--- config.mk ---
export PLATFORM = sky130hd
export DESIGN_NAME = write_back_flat
export DESIGN_NICKNAME = d
export VERILOG_FILES = /design/src/rtl/write_back_if.sv /design/src/rtl/write_back.sv /design/src/flat_wrapper.sv
export SDC_FILE = /design/constraint.sdc
export NUM_CORES = 1
export LEC_CHECK = 0
export ABC_AREA = 1
export ABC_CLOCK_PERIOD_IN_PS = 5950
export CAP_MARGIN = 20
export CORE_UTILIZATION = 46
export DETAILED_ROUTE_END_ITERATION = 7
export PLACE_DENSITY = 0.86
export SLEW_MARGIN = 5
export SYNTH_ARGS = -nofsm -noshare
export SYNTH_HDL_FRONTEND = slang
export SYNTH_SLANG_ARGS = --single-unit
--- constraint.sdc ---
create_clock -name clk -period 5.95 [get_ports clk]
set_clock_uncertainty 0.15 [all_clocks]
set_input_delay 1.19 -clock clk [delete_from_list [all_inputs] [get_ports clk]]
set_output_delay 1.19 -clock clk [all_outputs]
set_load 0.01 [all_outputs]
--- src/rtl/write_back_if.sv ---
// write_back_if: MEM -> WB bus for the write_back stage.
//   Inputs to WB : in_valid, flush, IRfrompipe4, ALUOut, MemData, PCInc,
//                  carry_in, zero_in
//   Outputs of WB: IRfrompipe5, RegWrite, RegWriteAddr, RegWriteData,
//                  mem_wb_CCR_write, carry_flag, zero_flag, lm_last
// The master modport is the upstream (MEM) side; slave is write_back.
interface write_back_if;
    logic        in_valid;
    logic        flush;
    logic [15:0] IRfrompipe4;
    logic [15:0] ALUOut;
    logic [15:0] MemData;
    logic [15:0] PCInc;
    logic        carry_in;
    logic        zero_in;

    logic [15:0] IRfrompipe5;
    logic        RegWrite;
    logic [2:0]  RegWriteAddr;
    logic [15:0] RegWriteData;
    logic        mem_wb_CCR_write;
    logic        carry_flag;
    logic        zero_flag;
    logic        lm_last;

    modport master (
        output in_valid, flush, IRfrompipe4, ALUOut, MemData, PCInc,
               carry_in, zero_in,
        input  IRfrompipe5, RegWrite, RegWriteAddr, RegWriteData,
               mem_wb_CCR_write, carry_flag, zero_flag, lm_last
    );

    modport slave (
        input  in_valid, flush, IRfrompipe4, ALUOut, MemData, PCInc,
               carry_in, zero_in,
        output IRfrompipe5, RegWrite, RegWriteAddr, RegWriteData,
               mem_wb_CCR_write, carry_flag, zero_flag, lm_last
    );
endinterface

--- src/rtl/write_back.sv ---
// write_back: MEM/WB pipeline register and write-back stage.
// Captures the instruction leaving MEM, resolves conditional ADD/NAND
// variants against the architectural C/Z flags held here, drives the
// register-file write port, and sequences multi-beat LM writes.
//   clk   - rising-edge clock
//   reset - asynchronous active-high reset
//   bus   - write_back_if.slave (MEM-side inputs, WB outputs, lm_last)
module write_back (
    input  logic          clk,
    input  logic          reset,
    write_back_if.slave   bus
);
    localparam logic [3:0] OP_ADD = 4'b0000;
    localparam logic [3:0] OP_ADI = 4'b0001;
    localparam logic [3:0] OP_NDU = 4'b0010;
    localparam logic [3:0] OP_LHI = 4'b0011;
    localparam logic [3:0] OP_LW  = 4'b0100;
    localparam logic [3:0] OP_LM  = 4'b0110;
    localparam logic [3:0] OP_JAL = 4'b1000;
    localparam logic [3:0] OP_JLR = 4'b1001;

    localparam logic [15:0] BUBBLE_IR = 16'hF000;

    typedef enum logic {LM_IDLE, LM_BUSY} lm_state_t;

    lm_state_t   state_q, state_d;
    logic [7:0]  rem_q, rem_d;
    logic [15:0] ir_q, ir_d;
    logic        reg_write_q, reg_write_d;
    logic [2:0]  addr_q, addr_d;
    logic [15:0] data_q, data_d;
    logic        ccr_q, ccr_d;
    logic        carry_q, carry_d;
    logic        zero_q, zero_d;

    logic [3:0]  opcode;
    logic [1:0]  cz;
    logic        cond_ok;
    logic [7:0]  lm_active;
    logic [7:0]  lm_rest;
    logic [2:0]  lm_idx;
    logic        lm_found;

    always_comb begin
        opcode = bus.IRfrompipe4[15:12];
        cz     = bus.IRfrompipe4[1:0];

        unique case (cz)
            2'b10:   cond_ok = carry_q;
            2'b01:   cond_ok = zero_q;
            default: cond_ok = 1'b1;
        endcase

        // A fresh LM takes its mask from the instruction; later beats
        // continue from whatever bits are still outstanding.
        lm_active = (state_q == LM_BUSY) ? rem_q : bus.IRfrompipe4[7:0];
        lm_idx    = '0;
        lm_found  = 1'b0;
        for (int unsigned i = 0; i < 8; i++) begin
            if (lm_active[i] && !lm_found) begin
                lm_idx   = 3'(i);
                lm_found = 1'b1;
            end
        end
        lm_rest = lm_found ? (lm_active & ~(8'(1) << lm_idx)) : '0;

        bus.lm_last = bus.in_valid && (opcode == OP_LM) && !reset
                      && (lm_rest == '0);
    end

    always_comb begin
        state_d     = state_q;
        rem_d       = rem_q;
        ir_d        = BUBBLE_IR;
        reg_write_d = 1'b0;
        addr_d      = addr_q;
        data_d      = data_q;
        ccr_d       = 1'b0;
        carry_d     = carry_q;
        zero_d      = zero_q;

        if (bus.flush) begin
            // Flush abandons any LM in progress; earlier beats already wrote.
            state_d = LM_IDLE;
            rem_d   = '0;
        end else if (bus.in_valid) begin
            ir_d = bus.IRfrompipe4;
            unique case (opcode)
                OP_ADD, OP_NDU: begin
                    if (cond_ok) begin
                        reg_write_d = 1'b1;
                        addr_d      = bus.IRfrompipe4[5:3];
                        data_d      = bus.ALUOut;
                        zero_d      = bus.zero_in;
                        if (opcode == OP_ADD) carry_d = bus.carry_in;
                    end else begin
                        ccr_d = 1'b1;
                    end
                end
                OP_ADI: begin
                    reg_write_d = 1'b1;
                    addr_d      = bus.IRfrompipe4[8:6];
                    data_d      = bus.ALUOut;
                    carry_d     = bus.carry_in;
                    zero_d      = bus.zero_in;
                end
                OP_LHI: begin
                    reg_write_d = 1'b1;
                    addr_d      = bus.IRfrompipe4[11:9];
                    data_d      = bus.ALUOut;
                end
                OP_LW: begin
                    reg_write_d = 1'b1;
                    addr_d      = bus.IRfrompipe4[11:9];
                    data_d      = bus.MemData;
                    zero_d      = (bus.MemData == '0);
                end
                OP_JAL, OP_JLR: begin
                    reg_write_d = 1'b1;
                    addr_d      = bus.IRfrompipe4[11:9];
                    data_d      = bus.PCInc;
                end
                OP_LM: begin
                    if (lm_found) begin
                        reg_write_d = 1'b1;
                        addr_d      = lm_idx;
                        data_d      = bus.MemData;
                    end
                    rem_d   = lm_rest;
                    state_d = (lm_rest != '0) ? LM_BUSY : LM_IDLE;
                end
                default: ;
            endcase
        end
    end

    always_ff @(posedge clk or posedge reset) begin
        if (reset) begin
            state_q     <= LM_IDLE;
            rem_q       <= '0;
            ir_q        <= BUBBLE_IR;
            reg_write_q <= 1'b0;
            addr_q      <= '0;
            data_q      <= '0;
            ccr_q       <= 1'b0;
            carry_q     <= 1'b0;
            zero_q      <= 1'b0;
        end else begin
            state_q     <= state_d;
            rem_q       <= rem_d;
            ir_q        <= ir_d;
            reg_write_q <= reg_write_d;
            addr_q      <= addr_d;
            data_q      <= data_d;
            ccr_q       <= ccr_d;
            carry_q     <= carry_d;
            zero_q      <= zero_d;
        end
    end

    assign bus.IRfrompipe5      = ir_q;
    assign bus.RegWrite         = reg_write_q;
    assign bus.RegWriteAddr     = addr_q;
    assign bus.RegWriteData     = data_q;
    assign bus.mem_wb_CCR_write = ccr_q;
    assign bus.carry_flag       = carry_q;
    assign bus.zero_flag        = zero_q;
endmodule
--- src/flat_wrapper.sv ---
// flat-port wrapper written by rule: the top's interface ports become plain ports
module write_back_flat 
  (clk, reset, bus_in_valid, bus_flush, bus_IRfrompipe4, bus_ALUOut, bus_MemData, bus_PCInc, bus_carry_in, bus_zero_in, bus_IRfrompipe5, bus_RegWrite, bus_RegWriteAddr, bus_RegWriteData, bus_mem_wb_CCR_write, bus_carry_flag, bus_zero_flag, bus_lm_last);
  write_back_if bus_i ();
  input  logic clk;
  input  logic reset;
  input wire logic [$bits(bus_i.in_valid)-1:0] bus_in_valid;
  input wire logic [$bits(bus_i.flush)-1:0] bus_flush;
  input wire logic [$bits(bus_i.IRfrompipe4)-1:0] bus_IRfrompipe4;
  input wire logic [$bits(bus_i.ALUOut)-1:0] bus_ALUOut;
  input wire logic [$bits(bus_i.MemData)-1:0] bus_MemData;
  input wire logic [$bits(bus_i.PCInc)-1:0] bus_PCInc;
  input wire logic [$bits(bus_i.carry_in)-1:0] bus_carry_in;
  input wire logic [$bits(bus_i.zero_in)-1:0] bus_zero_in;
  output wire logic [$bits(bus_i.IRfrompipe5)-1:0] bus_IRfrompipe5;
  output wire logic [$bits(bus_i.RegWrite)-1:0] bus_RegWrite;
  output wire logic [$bits(bus_i.RegWriteAddr)-1:0] bus_RegWriteAddr;
  output wire logic [$bits(bus_i.RegWriteData)-1:0] bus_RegWriteData;
  output wire logic [$bits(bus_i.mem_wb_CCR_write)-1:0] bus_mem_wb_CCR_write;
  output wire logic [$bits(bus_i.carry_flag)-1:0] bus_carry_flag;
  output wire logic [$bits(bus_i.zero_flag)-1:0] bus_zero_flag;
  output wire logic [$bits(bus_i.lm_last)-1:0] bus_lm_last;
  assign bus_i.in_valid = bus_in_valid;
  assign bus_i.flush = bus_flush;
  assign bus_i.IRfrompipe4 = bus_IRfrompipe4;
  assign bus_i.ALUOut = bus_ALUOut;
  assign bus_i.MemData = bus_MemData;
  assign bus_i.PCInc = bus_PCInc;
  assign bus_i.carry_in = bus_carry_in;
  assign bus_i.zero_in = bus_zero_in;
  assign bus_IRfrompipe5 = bus_i.IRfrompipe5;
  assign bus_RegWrite = bus_i.RegWrite;
  assign bus_RegWriteAddr = bus_i.RegWriteAddr;
  assign bus_RegWriteData = bus_i.RegWriteData;
  assign bus_mem_wb_CCR_write = bus_i.mem_wb_CCR_write;
  assign bus_carry_flag = bus_i.carry_flag;
  assign bus_zero_flag = bus_i.zero_flag;
  assign bus_lm_last = bus_i.lm_last;
  write_back u_core (.clk(clk), .reset(reset), .bus(bus_i));
endmodule
Word-level counts from Yosys, hierarchy flattened
Cells that the tools add are included.
{"block": "op_classes", "multipliers": 0, "n_lt_le_gt_ge": 0, "div_mod_pow": 0, "n_bitwise": 3, "add_sub_neg": 0, "shifts": 1, "n_eq_ne": 12, "mux": 47, "reduce_logical": 38}
{"operator": "one-hot mux 16 bit (5 select lines)", "n": 1}
{"operator": "two-way mux 16 bit", "n": 4}
{"operator": "two-way mux 8 bit", "n": 5}
{"operator": "two-way mux 1 bit", "n": 24}
{"operator": "two-way mux 3 bit", "n": 6}
{"operator": "zero test 16 bit", "n": 1}
{"operator": "AND reduction 5 bit", "n": 3}
{"operator": "one-hot mux 3 bit (4 select lines)", "n": 1}
{"operator": "logical AND 1 bit", "n": 10}
{"operator": "bitwise AND 8 bit", "n": 1}
{"operator": "== test 4 x 2 -> 1 bit (second input constant)", "n": 2}
{"operator": "== test 4 x 3 -> 1 bit (second input constant)", "n": 2}
{"operator": "== test 4 bit (second input constant)", "n": 2}
{"operator": "zero test 1 bit", "n": 8}
{"operator": "zero test 8 bit", "n": 1}
{"operator": "inverter 8 bit", "n": 1}
{"operator": "nonzero test 8 bit", "n": 1}
{"operator": "left shift 1 x 3 -> 8 bit (first input constant)", "n": 1}
{"operator": "inequality test 2 x 1 -> 1 bit (second input constant)", "n": 3}
{"operator": "one-hot mux 1 bit (3 select lines)", "n": 2}
{"operator": "nonzero test 2 bit", "n": 3}
{"operator": "OR reduction 2 bit", "n": 3}
{"operator": "nonzero test 5 bit", "n": 1}
{"operator": "OR reduction 5 bit", "n": 1}
{"operator": "12 further kinds", "n": 14}
{"block": "word_totals", "latch_bits": 0, "input_bits": 70, "romBits": 0, "ff_bits": 48, "out_inout_bits": 40, "memories": 0, "word_cells": 110, "ram_bits": 0}

Logic depth before layout (Yosys ltp)
Gate-level depths: netlist of run 1.
{"block": "depth", "depth_word": 32, "depth_mapped": 12, "mapped_depth_nobuf": 12}

Worst setup path before layout of run 1
No wires, ideal clock.
{"block": "synth_path", "kind": "input to output", "start": "input reset", "end": "output bus_lm_last", "arrival_time_ps": 2530, "cell_stages": 3, "required_time_ps": 4610, "slack_ps": 2080, "cell_sequence": "inv_1 > nand2_1 > nor2_1"}
{"block": "synth_between", "elab_chain_len": 3}
{"item": "start: declaration", "line_no": "flat_wrapper.sv:6", "rtl": "input logic reset;"}
{"item": "zero test 1 bit", "line_no": "write_back.sv:67", "rtl": "bus.lm_last = bus.in_valid && (opcode == OP_LM) && !reset"}
{"item": "logical AND 1 bit", "line_no": "write_back.sv:67"}
{"item": "logical AND 1 bit", "line_no": "write_back.sv:68", "rtl": "&& (lm_rest == '0);"}
{"item": "end: declaration", "line_no": "flat_wrapper.sv:22", "rtl": "output wire logic [$bits(bus_i.lm_last)-1:0] bus_lm_last;"}
No other way between the ends.

Worst setup path in the final report of run 1
{"block": "layout_path", "start": "input bus_IRfrompipe4[12]", "end": "output bus_lm_last"}
{"block": "layout_between", "elab_chain_len": 4}
{"item": "start: declaration", "line_no": "flat_wrapper.sv:9", "rtl": "input wire logic [$bits(bus_i.IRfrompipe4)-1:0] bus_IRfrompipe4;"}
{"item": "== test 4 x 3 -> 1 bit", "line_no": "write_back.sv:67"}
{"item": "logical AND 1 bit (2 in series)", "line_no": "write_back.sv:67"}
{"item": "logical AND 1 bit", "line_no": "write_back.sv:68"}
No other way between the ends.

==> impl_metrics.py, run 1 <==
metrics = {
    "run_status": {
        "status": "complete, no violations",
    },
    "logic_synthesis": {
        "synth_cell_types": 28,
        "synthesis.nets": 413,
        "synthCells": 341,
        "seq_area_frac_synth_pct": 47.0,
        "syn_area_per_cell_um2": 7.52,
        "netlist_area_um2": 2560,
        "synth_seq_cells": 48,
        "yosys_warnings": 0,
    },
    "timing": {
        "setup_viol": 0,
        "post-route-min-period_ns": 5.02,
        "tightest_slew_ns": 0.872,
        "fin_ws_ns": 0.926,
        "clock.fmax_mhz": 199,
        "rsz0062_at_grt": "false",
        "finalSetupTns_ns": 0,
        "slew_viol_final": 0,
        "final_hold_viol_count": 0,
        "whs_ns": 0.343,
        "post-route-period-util_pct": 84.4,
        "relSlewSlack_pct": 41.7,
    },
    "clock_tree": {
        "path_clk_slew_ns": 0.08,
        "cts.repair.resized": 0,
        "clkLatencyLatePin_ns": 0.30,
        "htree_levels": 2,
        "cts_tree": "built",
        "clk_path_buf_depth": 2,
        "root_buffer": "clkbuf_8",
        "post_cts_buffers": 0,
        "clock-sinks": 48,
        "ctsHoldBuffers": 0,
        "cts_buffers": 5,
    },
    "setup_path": {
        "crit_family": "simple AND/OR/NAND/NOR gates",
        "worstSetupStartpoint": "bus_IRfrompipe4[12]",
        "r2r.worst_path.cells": 11,
        "r2r-start": "u_core.state_q",
        "cp.arrival_ns": 3.68,
        "path_max_fanout": 21,
        "cp-start-kind": "primary input",
        "path_depth": 9,
        "rr_endpoint": "u_core.bus.RegWriteAddr[1]",
        "r2r_setup_slack_ns": 3.46,
        "crit_path_cell_trace": "clkdlybuf4s50_1 -> inv_1 -> nand3_1 -> nor2_4 -> nand2_1 -> inv_1 -> nand2_1 -> nor2_1 -> clkdlybuf4s50_1",
        "worst-setup-path-type": "primary input to output pin",
        "slowest_stage": "nand3_1",
        "max_stage_delay_ns": 0.59,
        "critPathCaptureType": "output pin",
        "cp.buffers_inverters": 4,
        "required_ns": 4.61,
        "crit_end": "bus_lm_last",
    },
    "global_route": {
        "globalRouteOverflowTotal": 0,
        "grt_max_degree": 49,
        "grt_pass1_wl_um": 12100,
        "antenna_found_initial": 0,
        "grt_pass1_vias": 2681,
        "grtUsageTotal_pct": 26.2,
    },
    "hold_path": {
        "worstHoldPathType": "flop to flop",
        "hp-start": "u_core.bus.RegWriteData[11]",
    },
    "drt": {
        "route.detailed.drc": 0,
        "num_vias": 2595,
        "first_pass_iters": 4,
        "wl_um": 7190,
        "viasPerCell": 5.00,
        "initialDrtViolationCount": 151,
        "wl_per_cell_um": 13.8,
        "drtAntennaViolNets": 0,
    },
    "layout": {
        "fillers": 412,
        "diodes": 0,
        "synthToLayoutAreaGrowth_pct": 47.3,
        "final_cells": 519,
        "final_nets": 520,
        "layout_commonest_cell": "clkdlybuf4s50_1",
        "drive_above_1_share_pct": 7.57,
        "mostFrequentLayoutCells": "109 x clkdlybuf4s50_1, 80 x nand2_1, 51 x inv_1, 44 x dfrtp_1, 35 x nor2_1",
    },
    "floorplan": {
        "start_util_pct": 48.9,
        "core.rowCount": 26,
        "die-area_um2": 5880,
        "fp.dieW_um": 76.7,
        "core_area_um2": 5240,
        "die_h_um": 76.7,
        "io-pin-count": 110,
    },
    "pwr": {
        "ir_drop_v": 0.000171,
        "p_leak_nw": 1.81,
        "pwr-share-comb_pct": 29.9,
        "seqPwrFrac_pct": 46.3,
        "total_power_uw": 838,
        "switchingPower_uw": 241,
        "powerDensity_nw_per_um2": 222,
        "cellInternalPower_uw": 598,
        "p_clk_share_pct": 23.9,
        "swShare_pct": 28.7,
    },
    "flow_run": {
        "cap_violations": 0,
    },
    "placement": {
        "hpwlAfterDp_um": 5630,
        "dp.cells": 511,
        "gp_congestion": 0.935,
        "pre_cts_slack_ns": 0.959,
        "portBuffers": 109,
    },
}
worst min-delay path by stage:
stage	slack, ns	end	cells past startpoint
after floorplan	0.30	u_core.rem_q[7]	2
after global placement	0.32	u_core.rem_q[7]	2
after detailed placement	0.33	u_core.bus.RegWriteData[15]	2
after CTS	0.35	u_core.bus.RegWriteData[11]	2
after global routing	0.38	u_core.rem_q[4]	2
final	0.34	u_core.bus.RegWriteData[11]	2
state kept, by name, summed over array words and instances (netlist names):
signal / cells
u_core.bus.RegWriteAddr: 3
u_core.state_q: 1
u_core.bus.IRfrompipe5: 16
u_core.bus.mem_wb_CCR_write: 1
u_core.bus.RegWriteData: 16
u_core.bus.zero_flag: 1
u_core.bus.carry_flag: 1
u_core.rem_q: 8
u_core.bus.RegWrite: 1
metrics by stage:
step,instance area (um2),util (%)
2_1_floorplan,2560,-
4_1_cts,3780,72.1
5_1_grt,3780,72.1
3_5_place_dp,3680,70.3
6_report,3780,72.1
3_3_place_gp,3680,70.3
metal layers:
metal | global-route usage (%) | vias up | routed length (um)
li1 | - | 1301 | -
met1 | 31.7 | 1163 | 3110
met2 | 44.6 | 99 | 3460
met3 | 4.29 | 32 | 323
met4 | 14.4 | 0 | 291
met5 | 0 | - | 0
tightest hold or removal path: stages (launching register included):
cell and delay (ns):
dfrtp_1 0.35, nand2_1 0.05, o21ai_0 0.06
synthesized netlist by cell type:
cell type,count,area (um2)
buf_2,3,15.0
o21ai_1,12,60.1
dfrtp_1,44,1100
o21ai_0,23,115
buf_1,1,3.75
buf_8,1,15.0
nand2_2,5,31.3
nand4_1,6,37.5
a21oi_1,24,120
clkbuf_1,3,11.3
nor4_1,2,12.5
and3_1,1,6.26
inv_2,9,33.8
nor3_1,1,5.00
nand3_1,6,30.0
nand2_1,80,300
o211ai_1,1,7.51
nor2_4,3,33.8
o22ai_1,16,100
nand3_2,2,20.0
mux2_2,1,11.3
nor2_1,35,131
buf_6,2,22.5
nor2_2,1,6.26
dfstp_2,4,105
o21a_1,1,7.51
inv_1,52,195
ha_1,2,25.0
logic make-up (layout without fill, tap and decap cells):
| group | count (synthesis) | in the layout | share of synthesized area, % |
|---|---|---|---|
| multiplexers | 1 | 1 | 0.439 |
| adder cells (fa/ha/maj) | 2 | 2 | 0.976 |
| AND/OR/NAND/NOR | 142 | 142 | 24.0 |
| flip-flops | 48 | 48 | 47.0 |
| buffers and inverters | 71 | 179 | 11.6 |
| AO/OA/AOI/OAI | 77 | 77 | 16.0 |
layout make-up:
| type | count | area, um2 | share of cell area (%) |
|---|---|---|---|
| Clock buffer | 7 | 86.3 | 2.29 |
| Clock inverter | 1 | 7.51 | 0.199 |
| Inverter | 61 | 229 | 6.06 |
| Multi-Input combinational cell | 222 | 1060 | 28.1 |
| Sequential cell | 48 | 1210 | 31.9 |
| Tap cell | 70 | 87.6 | 2.32 |
| Timing Repair Buffer | 110 | 1100 | 29.1 |
power by group through the flow:
stage          Sequential, mW  Combinational, mW  Clock (mW)
2_1_floorplan           0.410             0.0841           0
3_3_place_gp            0.391              0.245           0
3_5_place_dp            0.394              0.251           0
4_1_cts                 0.388              0.252       0.203
5_1_grt                 0.393              0.274       0.216
6_report                0.388              0.251       0.200
Note: power is estimated with default switching activity, not from simulation.
==> inputs of run 2 (changes only) <==
- ABC_CLOCK_PERIOD_IN_PS: 5950 -> 5000
- CORE_UTILIZATION: 46 -> 43
- PLACE_DENSITY: 0.86 -> 0.81
- clock period: 5.95 -> 5 ns (I/O delays scaled with it)
==> impl_metrics.py, run 2 (synthesis results as in run 1) <==
metrics = {
    "global_route": {
        "antenna_found_initial": 0,
        "globalRouteOverflowTotal": 0,
        "grt_pass1_vias": 2516,
        "grt_max_degree": 49,
        "grtUsageTotal_pct": 25.4,
        "grt_pass1_wl_um": 12200,
    },
    "pwr": {
        "ir_drop_v": 0.000139,
        "powerDensity_nw_per_um2": 273,
        "p_leak_nw": 1.82,
    },
    "floorplan": {
        "die_h_um": 79.2,
        "die-area_um2": 6280,
        "fp.dieW_um": 79.2,
        "core_area_um2": 5640,
        "core.rowCount": 27,
        "io-pin-count": 110,
        "start_util_pct": 45.4,
    },
    "flow_run": {
        "cap_violations": 0,
    },
    "clock_tree": {
        "post_cts_buffers": 0,
        "root_buffer": "clkbuf_8",
        "clk_path_buf_depth": 2,
        "ctsHoldBuffers": 0,
        "path_clk_slew_ns": 0.08,
        "cts_tree": "built",
        "clkLatencyLatePin_ns": 0.30,
        "clock-sinks": 48,
        "htree_levels": 2,
        "cts.repair.resized": 0,
        "cts_buffers": 5,
    },
    "timing": {
        "rsz0062_at_grt": "false",
        "relSlewSlack_pct": 52.3,
        "fin_ws_ns": 0.882,
        "finalSetupTns_ns": 0,
        "post-route-period-util_pct": 82.4,
        "slew_viol_final": 0,
        "final_hold_viol_count": 0,
        "setup_viol": 0,
        "post-route-min-period_ns": 4.12,
        "tightest_slew_ns": 0.712,
        "clock.fmax_mhz": 243,
    },
    "setup_path": {
        "max_stage_delay_ns": 0.54,
        "critPathCaptureType": "output pin",
        "cp.buffers_inverters": 2,
        "cp.arrival_ns": 2.97,
        "path_max_fanout": 4,
        "crit_family": "buffers and inverters",
        "cp-start-kind": "primary input",
        "crit_path_cell_trace": "clkdlybuf4s50_1 -> nand2_1 -> nand2_2 -> nor2_2 -> nand3_2 -> o21ai_0 -> nand4_1 -> nor2_1 -> clkdlybuf4s50_1",
        "crit_top_cell": "clkdlybuf4s50_1",
        "worst-setup-path-type": "primary input to output pin",
        "required_ns": 3.85,
        "slowest_stage": "clkdlybuf4s50_1",
    },
    "drt": {
        "num_vias": 2606,
        "wl_per_cell_um": 13.8,
        "drtAntennaViolNets": 0,
        "wl_um": 7200,
        "viasPerCell": 4.99,
        "first_pass_iters": 4,
        "route.detailed.drc": 0,
        "initialDrtViolationCount": 186,
    },
    "layout": {
        "diodes": 0,
        "layout_commonest_cell": "clkdlybuf4s50_1",
        "final_nets": 521,
        "drive_above_1_share_pct": 8.00,
        "synthToLayoutAreaGrowth_pct": 48.4,
        "mostFrequentLayoutCells": "109 x clkdlybuf4s50_1, 80 x nand2_1, 51 x inv_1, 44 x dfrtp_1, 35 x nor2_1",
        "fillers": 500,
    },
    "placement": {
        "hpwlAfterDp_um": 5600,
        "gp_congestion": 0.865,
        "pre_cts_slack_ns": 0.872,
        "portBuffers": 109,
    },
    "run_status": {
        "status": "complete, no violations",
    },
    "hold_path": {
        "worstHoldPathType": "flop to flop",
    },
}
run 2: cell types whose count changed in the layout (fill, tap and decap cells not counted):
cell | previous run | this run
buf_4 | 1 | 2
bufinv_16 | 0 | 1
clkbuf_1 | 1 | 0
clkbuf_8 | 6 | 5
clkinv_2 | 0 | 1
run 2: metal layers:
metal	wire, um	vias to the layer above	track usage, %
met2	3380	92	40.3
li1	-	1298	-
met3	336	16	4.37
met4	225	0	11.1
met1	3250	1200	33.9
met5	0	-	0
run 2: worst min-delay path, stage by stage, from the launching register on:
cell and delay [ns]:
dfrtp_1 0.35, nand2_1 0.05, o21ai_0 0.06
run 2: worst paths after layout:
path,from,to,slack (ns),cells past startpoint
worst min-delay path,u_core.bus.RegWriteData[10],u_core.bus.RegWriteData[10],0.34,2
worst max register to register,u_core.state_q,u_core.bus.RegWriteData[7],2.50,10
max in group asynchronous,reset,u_core.bus.RegWriteData[7],3.26,3
min in group asynchronous,reset,u_core.rem_q[0],1.04,3
worst min register to register,u_core.bus.RegWriteData[10],u_core.bus.RegWriteData[10],0.34,2
worst max-delay path,bus_IRfrompipe4[3],bus_lm_last,0.88,9
run 2: metrics by stage:
stage	hold slack, ns	area, um2	total power, mW	std cells	util (%)
2_1_floorplan	0.303	2560	0.588	341	-
3_3_place_gp	0.319	3690	0.759	514	65.4
3_5_place_dp	0.321	3690	0.766	514	65.4
4_1_cts	0.343	3800	1.04	522	67.4
5_1_grt	0.360	3800	1.09	522	67.4
6_report	0.342	3800	1.04	522	67.4
run 2: power by group:
part | internal (mW) | switching (mW)
combinational | 0.164 | 0.133
sequential | 0.435 | 0.0249
clock | 0.148 | 0.133
total | 0.747 | 0.291
run 2: area by class of cell:
cell class                 instances  area [um2]  share of cell area [%]
clock buffer                       5        68.8                    1.81
clock inverter                     3        42.5                    1.12
inverter                          61         229                    6.02
multi-input combinational        222        1060                    27.9
sequential                        48        1210                    31.7
tap                               72        90.1                    2.37
timing repair buffer             111        1110                    29.1
